`src/rtl/image_preprocessing.sv`:
```
// rtl/image_preprocessing.sv - per-channel mean/scale pixel normalisation, two-stage stallable pipeline
// Optional saturation of each channel result is enabled by defining IMG_PREPROC_CLAMP_EN;
// without it each channel wraps to its low DATA_WIDTH bits.
module image_preprocessing #(
   parameter int                    DATA_WIDTH = 8,
   parameter logic [DATA_WIDTH-1:0] MEAN_R     = 16,
   parameter logic [DATA_WIDTH-1:0] MEAN_G     = 16,
   parameter logic [DATA_WIDTH-1:0] MEAN_B     = 16,
   parameter logic [7:0]            SCALE_R    = 149,
   parameter logic [7:0]            SCALE_G    = 149,
   parameter logic [7:0]            SCALE_B    = 149,
   parameter int                    SHIFT      = 7
) (
   input  logic                    clk,
   input  logic                    rst_n,
   input  logic                    enable,
   input  logic                    frame_start,
   input  logic [3*DATA_WIDTH-1:0] s_axis_tdata,
   input  logic                    s_axis_tvalid,
   output logic                    s_axis_tready,
   output logic [3*DATA_WIDTH-1:0] m_axis_tdata,
   output logic                    m_axis_tvalid,
   input  logic                    m_axis_tready
);

   // Signed working width: wide enough for (x - mean) * scale without overflow
   localparam int PW = 2*DATA_WIDTH + 2;

   logic r_v1;
   logic r_v2;
   logic w_advance;
   logic w_accept;

   // The whole pipeline moves together; it only freezes when the output slot is full and blocked
   assign w_advance     = !r_v2 || m_axis_tready;
   assign s_axis_tready = enable && w_advance && !frame_start;
   assign w_accept      = s_axis_tvalid && s_axis_tready;
   assign m_axis_tvalid = r_v2;

   // Stage valid bits: frame_start flushes everything in flight, otherwise shift on advance
   always_ff @(posedge clk or negedge rst_n) begin
      if (!rst_n) begin
         r_v1 <= 1'b0;
         r_v2 <= 1'b0;
      end else if (frame_start) begin
         r_v1 <= 1'b0;
         r_v2 <= 1'b0;
      end else if (w_advance) begin
         r_v1 <= w_accept;
         r_v2 <= r_v1;
      end
   end

   for (genvar ch = 0; ch < 3; ch++) begin : g_ch
      // Channel 0 is B (lowest bits), 1 is G, 2 is R
      localparam logic [DATA_WIDTH-1:0] L_MEAN  = (ch == 0) ? MEAN_B  : ((ch == 1) ? MEAN_G  : MEAN_R);
      localparam logic [7:0]            L_SCALE = (ch == 0) ? SCALE_B : ((ch == 1) ? SCALE_G : SCALE_R);

      logic signed [PW-1:0]   w_diff;
      logic signed [PW-1:0]   w_prod;
      logic signed [PW-1:0]   w_y;
      logic signed [PW-1:0]   r_prod;
      logic [DATA_WIDTH-1:0]  w_out;
      logic [DATA_WIDTH-1:0]  r_out;

      assign w_diff = $signed({{(PW-DATA_WIDTH){1'b0}}, s_axis_tdata[ch*DATA_WIDTH +: DATA_WIDTH]})
                    - $signed({{(PW-DATA_WIDTH){1'b0}}, L_MEAN});
      assign w_prod = w_diff * $signed({{(PW-8){1'b0}}, L_SCALE});

      // Arithmetic shift of a signed value gives floor rounding for negative results
      assign w_y = r_prod >>> SHIFT;

`ifdef IMG_PREPROC_CLAMP_EN
      localparam logic signed [PW-1:0] L_MAX = $signed({{(PW-DATA_WIDTH){1'b0}}, {DATA_WIDTH{1'b1}}});

      // Saturate into the unsigned output range
      always_comb begin
         w_out = w_y[DATA_WIDTH-1:0];
         if (w_y < 0) begin
            w_out = '0;
         end else if (w_y > L_MAX) begin
            w_out = '1;
         end
      end
`else
      logic w_unused_hi;

      assign w_out       = w_y[DATA_WIDTH-1:0];
      assign w_unused_hi = ^w_y[PW-1:DATA_WIDTH];
`endif

      // Stage 1 holds the product, stage 2 the shifted/limited channel value
      always_ff @(posedge clk or negedge rst_n) begin
         if (!rst_n) begin
            r_prod <= '0;
            r_out  <= '0;
         end else if (w_advance) begin
            r_prod <= w_prod;
            r_out  <= w_out;
         end
      end

      assign m_axis_tdata[ch*DATA_WIDTH +: DATA_WIDTH] = r_out;
   end

endmodule

```
`config.mk`:
```
export PLATFORM = sky130hd
export DESIGN_NAME = image_preprocessing
export DESIGN_NICKNAME = d
export VERILOG_FILES = /design/src/rtl/image_preprocessing.sv
export SDC_FILE = /design/constraint.sdc
export NUM_CORES = 1
export LEC_CHECK = 0
export BUFFER_PORTS_ARGS = -buffer_cell sky130_fd_sc_hd__buf_2
export CORE_MARGIN = 4
export CORE_UTILIZATION = 55
export DETAILED_ROUTE_END_ITERATION = 6
export GPL_TIMING_DRIVEN = 0
export HOLD_SLACK_MARGIN = 0.02
export PLACE_DENSITY = 0.78
export SLEW_MARGIN = 25
export SYNTH_ARGS = -nofsm -noshare
export SYNTH_HDL_FRONTEND = slang
export SYNTH_SLANG_ARGS = --single-unit
```
`constraint.sdc`:
```
create_clock -name clk -period 1.4 [get_ports clk]
set_input_delay 0.35 -clock clk [delete_from_list [all_inputs] [get_ports clk]]
set_output_delay 0.35 -clock clk [all_outputs]
set_load 0.02 [all_outputs]
```
==> summary.md, run 1 <==
| Metric | Value |
|---|---|
| Outcome | `complete, but fails checks` |
| Failing checks | `setup timing` |
| Crit path kind | `in2reg` |
| Syn nets | `742` |
| ANT cells | `0` |
| Max Freq | `~270 MHz` |
| Via count | `between 4000 and 5000` |
| Drt wl/cell | `roughly 16 um` |
| Root buffer cell | `clkbuf_8` |
| Layout cells sized above 1 | `between 30% and 40%` |
| Top Ports | `between 50 and 60` |
| CP Max Fanout | `4` |
| IO buf count | `55` |
| P_leak | `3.560 nW` |
| Pwr/cell area | `1502 nW/um^2` |
| First-pass GRT wire length | `about 21000 um` |
| Clock Skew | `0.003910 ns` |
| Starting Density | `56.49%` |
| Total gr overflow | `0` |
| Worst flop-to-flop path endpoint | `g_ch[0].r_prod[11]$_DFFE_PN0N_` |
| Synth-to-layout area growth | `40.58%` |
| Worst Tran Pin Value | `~0.61 ns` |
| FF-to-FF path depth | `6` |
| H-tree depth | `2` |
| Worst Path Arrival | `3.84 ns` |
| Final WL | `13100 um` |
| HP Class | `in2async` |
| Post-CTS Hold Fix Bufs | `0` |
| TritonCTS clock tree | `yes` |
| Total of max-cap violations | `0` |
| Largest net degree at the start of global routing | `51` |
| Ys Warns | `0` |
| Initial antenna violation count | `0` |
| Setup WS pre-CTS | `-2.939 ns` |
| Peak supply drop | `between 0.7 and 0.8 mV` |
| Startpoint types | `primary input` |
| Drt via density | `about 5.2` |
| Hold Violations, Final | `0` |
| Hold WS | `0.06747 ns` |
| CTS Buf Count | `5` |
| Iter 0 DRT Violations | `116` |
| Number of synthesized register bits | `50` |
| Synth Instances | `roughly 580` |
| Post-DP HPWL | `8581 um` |
| Max_slew headroom | `between 50% and 60%` |
| Final min period | `3.669 ns` |
| Final Max Slew Viols | `0` |
| Vias in the first global route | `4559` |
| Final worst-path cycle share | `262.1%` |
| RSZ-0062 raised after global routing | `true` |
| Req. time, crit path | `between 1.5 and 2 ns` |
| Post-Synthesis Mean Instance Area | `9.047 sq um` |
| CP Capture Type | `flip-flop` |
| Nets | `~860` |
| Tot Pwr | `11.02 mW` |
| Synth Cell Area | `5220 sq um` |
| Post-route DRC violation count | `0` |
| Die boundary height | `about 110 um` |
| Sequential share of the synthesized area | `23.97%` |
| Count of clock tree sinks | `50` |
| Clock latency on the worst-skew pair | `around 0.30 ns` |
| Reg2reg setup slack | `-0.22 ns` |
| Placer's final routability congestion estimate | `about 0.82` |
| Clock Pin Slew Worst Setup and Hold Paths | `0.08 ns` |
| Gr usage total | `23.13%` |
| Routed Antenna Nets | `0` |
| Final worst setup slack | `-2.269 ns` |
| Die width | `105.4 um` |
| Endpoints failing setup | `26` |
| Maximum root-to-sink buffer count | `2` |
| Die area | `11110 sq um` |
| First drt pass iteration count | `6` |
| Row cnt | `35` |
| Core ar. | `approximately 9000 sq um` |
| Synth cell types | `46` |
| Worst reg2reg path startpoint | `m_axis_tvalid$_DFFE_PN0P_` |
## power by group
part           total (mW)  internal (mW)  switching, mW
registers            2.59           2.19          0.405
clock network       0.771          0.345          0.426
logic                7.66           3.62           4.04
total                11.0           6.15           4.87
## flip-flops by register name, summed over array words and instances, names as in the netlist
name           count
m_axis_tvalid      1
g_ch.r_out        24
g_ch.r_prod       24
r_v1               1
## through the flow
step                      TNS, ns  util (%)  cells  cell area, sq um
after CTS                  -49.26     75.55    810              6980
final                      -50.14     79.42    822              7338
after global routing       -54.66     79.42    822              7338
after floorplan            -51.35         -    577              5629
after detailed placement   -65.46     65.65    761              6066
after global placement     -63.15     65.65    761              6066
## Yosys cell counts (all sizes together)
cell | instances | area share, %
o31ai | 3 | 0.43
xnor2 | 33 | 5.8
a221oi | 1 | 0.29
a22oi | 1 | 0.24
nor2 | 25 | 1.9
a311oi | 1 | 0.29
a211o | 1 | 0.17
nor3b | 4 | 1.2
xor2 | 13 | 2.2
nand4 | 2 | 0.24
nor4b | 1 | 0.17
o21bai | 2 | 0.29
a31oi | 2 | 0.24
dfrtp | 50 | 24
fa | 30 | 12
ha | 105 | 25
and3 | 2 | 0.24
o211ai | 1 | 0.14
nand3b | 1 | 0.14
and4b | 2 | 0.38
o21ai | 11 | 1.1
a21boi | 2 | 0.36
inv | 109 | 7.8
o2111ai | 1 | 0.17
nand3 | 4 | 0.38
nand2 | 98 | 7.0
a221o | 1 | 0.19
nand2b | 2 | 0.24
or2 | 1 | 0.12
nor3 | 8 | 0.86
mux2 | 3 | 0.65
o41ai | 1 | 0.17
nor2b | 6 | 0.72
a21oi | 28 | 2.8
and4 | 2 | 0.34
a211oi | 2 | 0.29
clkbuf | 11 | 0.79
o21a | 3 | 0.43
a21o | 4 | 0.58
## final cells by class
| cell class | count | area, sq um |
|---|---|---|
| Timing Repair Buffer | 110 | 853.3 |
| Multi-Input combinational cell | 407 | 4447 |
| Clock buffer | 7 | 76.32 |
| Sequential cell | 50 | 1252 |
| Buffer | 10 | 67.56 |
| Tap cell | 129 | 161.4 |
| Fill cell | 585 | 1902 |
| Inverter | 109 | 480.5 |
## layer usage
metal / global-route usage [%] / up-vias / share of wire [%]
met2: 42.85 / 96 / 55
met5: 0 / - / 0
met3: 2.756 / 25 / 3.5
met1: 27.37 / 2090 / 39
li1: - / 2086 / -
met4: 8.247 / 0 / 2.3
## layout by cell type (no fill, tap or decap), drive strengths merged, types with 3 or more instances in the layout
cell type / count
nor3b: 4
buf: 111
o31ai: 3
a21o: 4
xor2: 13
mux2: 3
nor2b: 6
nand2: 98
nor2: 25
o21ai: 11
o21a: 3
a21oi: 28
dfrtp: 50
fa: 30
clkbuf: 16
xnor2: 33
inv: 109
nor3: 8
nand3: 4
ha: 105
## kinds of logic after synthesis
group                      count (synthesis)  synth area share (%)
DFF                                       50                 23.97
AOI/OAI and AO/OA                         65                 8.077
muxes                                      3                0.6471
and+or+nand+nor                          158                 14.00
xor gates and xnor gates                  46                 8.006
adders and majority gates                135                 36.67
buffers and inverters                    120                 8.629
## how the worst max path moves through the flow
stage                          from                              to  slack [ns]  cells after the start
detailed placement  s_axis_tdata[4]  g_ch[0].r_prod[10]$_DFFE_PN0N_       -2.94                     17
finish              s_axis_tdata[4]  g_ch[0].r_prod[11]$_DFFE_PN0N_       -2.27                     19
CTS                 s_axis_tdata[4]  g_ch[0].r_prod[14]$_DFFE_PN0N_       -2.31                     17
floorplan           s_axis_tdata[4]  g_ch[0].r_prod[11]$_DFFE_PN0N_       -2.40                     16
global placement    s_axis_tdata[4]  g_ch[0].r_prod[10]$_DFFE_PN0N_       -2.87                     17
global route        s_axis_tdata[4]  g_ch[0].r_prod[11]$_DFFE_PN0N_       -2.37                     19
## repair_timing
action | in CTS | in global routing
setup endpoints to repair | 42 | 49
buffers inserted | 43 | 13
resized for setup | 83 | 58
pin swaps | 72 | 66
## worst max-delay path, stage by stage
cell and delay, ns:
buf_12 0.12, inv_16 0.04, ha_4 0.14, nor3b_4 0.19, buf_4 0.14, ha_4 0.20
ha_4 0.26, inv_2 0.03, fa_1 0.45, fa_1 0.50, inv_2 0.04, ha_4 0.22
and4_1 0.14, a221o_1 0.37, nor2_4 0.20, buf_6 0.12, o21ai_2 0.05, xnor2_1 0.16
a21oi_1 0.09
Note: power is estimated with default switching activity, not from simulation.
==> inputs of run 2 (changes only) <==
Settings changed: SETUP_SLACK_MARGIN set to 0.1, SLEW_MARGIN 25 to 15.
==> run 2 against run 1 <==
  * The flow still finishes with violations (setup timing)
  * Total power barely moved
  * Register-to-register slack improved by 0.13 ns
  * Largest power group unchanged
  * Critical endpoint unchanged
  * Cell count rose by 0.12%
  * Sequential share of layout area fell by 0.12 points
  * Utilization rose by 0.58 points
  * Sequential power barely moved
  * Final area rose by 0.73%
  * Critical path depth did not move
  * Die area did not move
  * Non-clock buffer count rose by 1
  * Clock skew rose by 0.0014 ns
==> summary.md, run 2 (synthesized netlist as in run 1, its figures left out) <==
| Metric | Value |
|---|---|
| Largest net degree at the start of global routing | `51 (unchanged)` |
| Setup WS pre-CTS | `-2.939 ns (unchanged)` |
| Startpoint types | `primary input` |
| ANT cells | `0 (unchanged)` |
| Final setup TNS | `-50.25 ns (-0.1042 ns)` |
| First drt pass iteration count | `4 (-2)` |
| Worst Path Arrival | `3.84 ns (about the same)` |
| Clk pwr share | `7.0% (about the same)` |
| Placed Instance Area | `6066 sq um (unchanged)` |
| Req. time, crit path | `1.57 ns (about the same)` |
| Total of max-cap violations | `0 (unchanged)` |
| Clock Skew | `0.005353 ns (+0.001443 ns)` |
| Top Ports | `56 (unchanged)` |
| Routed Antenna Nets | `0 (unchanged)` |
| Maximum root-to-sink buffer count | `2 (unchanged)` |
| Final worst setup slack | `-2.272 ns (-0.003000 ns)` |
| Post-DP HPWL | `8581 um (unchanged)` |
| Die area | `11110 sq um (unchanged)` |
| Row cnt | `35 (unchanged)` |
| Final min period | `3.672 ns (+0.003000 ns)` |
| Worst flop-to-flop path endpoint | `g_ch[2].r_prod[9]$_DFFE_PN0N_` |
| Synth-to-layout area growth | `41.61%` |
| Most common cell after layout, fill and taps aside | `nand2_1` |
| Die boundary height | `105.4 um (unchanged)` |
| HP Class | `in2async` |
| RSZ-0062 raised after global routing | `true` |
| CP Capture Type | `flip-flop` |
| Clock latency on the worst-skew pair | `0.30 ns (about the same)` |
| Fillers | `572 (-2.2%)` |
| Starting Density | `56.49% (unchanged)` |
| Nets | `859 (+0.12%)` |
| Flop pwr share | `23.5% (about the same)` |
| Post-route DRC violation count | `0 (unchanged)` |
| Max_slew headroom | `59.24% (-0.13 points)` |
| Worst Setup SP | `s_axis_tdata[4]` |
| CP Max Fanout | `4 (unchanged)` |
| Final worst-path cycle share | `262.3% (about the same)` |
| Peak supply drop | `0.7904 mV (+0.39%)` |
| P_leak | `3.579 nW (+0.53%)` |
| Core ar. | `9240 sq um (unchanged)` |
| Reg2reg setup slack | `-0.09 ns (+0.13 ns)` |
| Placer's final routability congestion estimate | `0.8156 (unchanged)` |
| Drt via density | `5.232 (about the same)` |
| Initial antenna violation count | `0 (unchanged)` |
| Worst Tran Pin Value | `0.6114 ns (+0.001921 ns)` |
| CTS Buf Count | `5 (unchanged)` |
| IO buf count | `55 (unchanged)` |
| Design area | `7392 sq um (+0.73%)` |
| Clock Pin Slew Worst Setup and Hold Paths | `0.08 ns (about the same)` |
| CP endpoint | `g_ch[0].r_prod[11]$_DFFE_PN0N_` |
| Pwr/cell area | `1491 nW/um^2 (-0.70%)` |
| Final Max Slew Viols | `0 (unchanged)` |
| Iter 0 DRT Violations | `125 (+7.8%)` |
| Hold Violations, Final | `0 (unchanged)` |
| Drt wl/cell | `15.95 um (about the same)` |
| Top flop regs | `g_ch.r_out x24, g_ch.r_prod x24` |
| Die width | `105.4 um (unchanged)` |
| Max Freq | `272.3 MHz (about the same)` |
| Count of clock tree sinks | `50 (unchanged)` |
| Via count | `4306 (+0.21%)` |
| Logic gate share of total power | `69.5% (about the same)` |
| Failing checks | `setup timing` |
| Gr usage total | `23.24% (+0.10 points)` |
| First-pass GRT wire length | `20980 um (+0.40%)` |
| Crit path kind | `in2reg` |
| Vias in the first global route | `4566 (+0.15%)` |
| Final WL | `13130 um (+0.18%)` |
| Endpoints failing setup | `25 (-3.8%)` |
| Worst reg2reg path startpoint | `m_axis_tvalid$_DFFE_PN0P_` |
| Outcome | `complete, but fails checks` |
| Layout cells sized above 1 | `37.32% (+0.23 points)` |
| Commonest non-fill, non-tap cells in the layout | `nand2_1, inv_1, ha_1, dfrtp_1, buf_2` |
| Total gr overflow | `0 (unchanged)` |
| TritonCTS clock tree | `yes` |
| FF-to-FF path depth | `6 (unchanged)` |
| Power Internal | `6.155 mW (about the same)` |
| Sw Pwr | `4.868 mW (about the same)` |
| Root buffer cell | `clkbuf_8` |
| Sw Share | `44.16% (about the same)` |
| H-tree depth | `2 (unchanged)` |
run 2: cell types whose count changed in the layout (fill, tap and decap cells not counted), sizes merged:
cell and change:
buf +3, clkbuf -2
run 2: area by class of cell:
| class | instances | area, sq um | area share (%) |
|---|---|---|---|
| flip-flops and latches | 50 | 1252 | 16.94 |
| plain buffers | 11 | 107.6 | 1.456 |
| repair buffers | 110 | 867.1 | 11.73 |
| well taps | 129 | 161.4 | 2.183 |
| multi-input cells | 407 | 4447 | 60.16 |
| clock buffers | 7 | 76.32 | 1.032 |
| inverters | 109 | 480.5 | 6.500 |
run 2: layer usage:
layer / wire (um) / part of all wire, % / up-vias / global-route usage, %
met2: 7178 / 55 / 104 / 43.12
met4: 308 / 2.3 / 0 / 8.247
li1: - / - / 2088 / -
met3: 501 / 3.8 / 27 / 2.756
met1: 5138 / 39 / 2087 / 27.45
met5: 0 / 0 / - / 0
run 2: worst min-delay path by stage:
stage | from | to | slack, ns | depth (start not counted)
2_1_floorplan | rst_n | g_ch[0].r_out[0]$_DFFE_PN0N_ | 0.05 | 0
3_3_place_gp | g_ch[2].r_out[6]$_DFFE_PN0N_ | g_ch[2].r_out[6]$_DFFE_PN0N_ | 0.44 | 2
3_5_place_dp | g_ch[2].r_out[1]$_DFFE_PN0N_ | g_ch[2].r_out[1]$_DFFE_PN0N_ | 0.45 | 2
4_1_cts | frame_start | m_axis_tvalid$_DFFE_PN0P_ | 0.25 | 2
5_1_grt | rst_n | g_ch[1].r_out[1]$_DFFE_PN0N_ | 0.09 | 1
6_report | rst_n | g_ch[1].r_out[3]$_DFFE_PN0N_ | 0.06 | 1
run 2: what timing repair did:
item / 4_1_cts / 5_1_grt
setup buffers: 43 / 13
setup endpoints to repair: 49 / 47
pin swaps: 72 / 67
gates cloned: 0 / 0
hold buffers: 0 / 0
resized for setup: 92 / 62
run 2: critical path, stage by stage:
cell and delay, ns:
buf_12 0.12, inv_16 0.04, ha_4 0.14, nor3b_4 0.19, buf_4 0.14, ha_4 0.20, ha_4 0.26, inv_2 0.03
fa_1 0.45, fa_1 0.50, inv_2 0.04, ha_4 0.22, and4_1 0.14, a221o_1 0.38, nor2_4 0.20, buf_6 0.12
o21ai_2 0.05, xnor2_1 0.16, a21oi_1 0.09
run 2: per-stage QoR:
stage | instances | power [mW] | hold WS [ns] | util [%]
detailed placement | 761 | 8.553 | 0.4508 | 65.65
global route | 823 | 11.94 | 0.09402 | 80.00
global placement | 761 | 8.297 | 0.4440 | 65.65
floorplan | 577 | 7.081 | 0.05441 | -
finish | 823 | 11.02 | 0.06170 | 80.00
CTS | 811 | 10.16 | 0.2504 | 76.01
run 2: power groups by stage:
stage	registers (mW)	logic (mW)	clock network, mW
2_1_floorplan	2.97	4.11	0
3_3_place_gp	2.58	5.72	0
3_5_place_dp	2.61	5.94	0
4_1_cts	2.58	6.80	0.789
5_1_grt	2.67	8.40	0.867
6_report	2.59	7.66	0.774
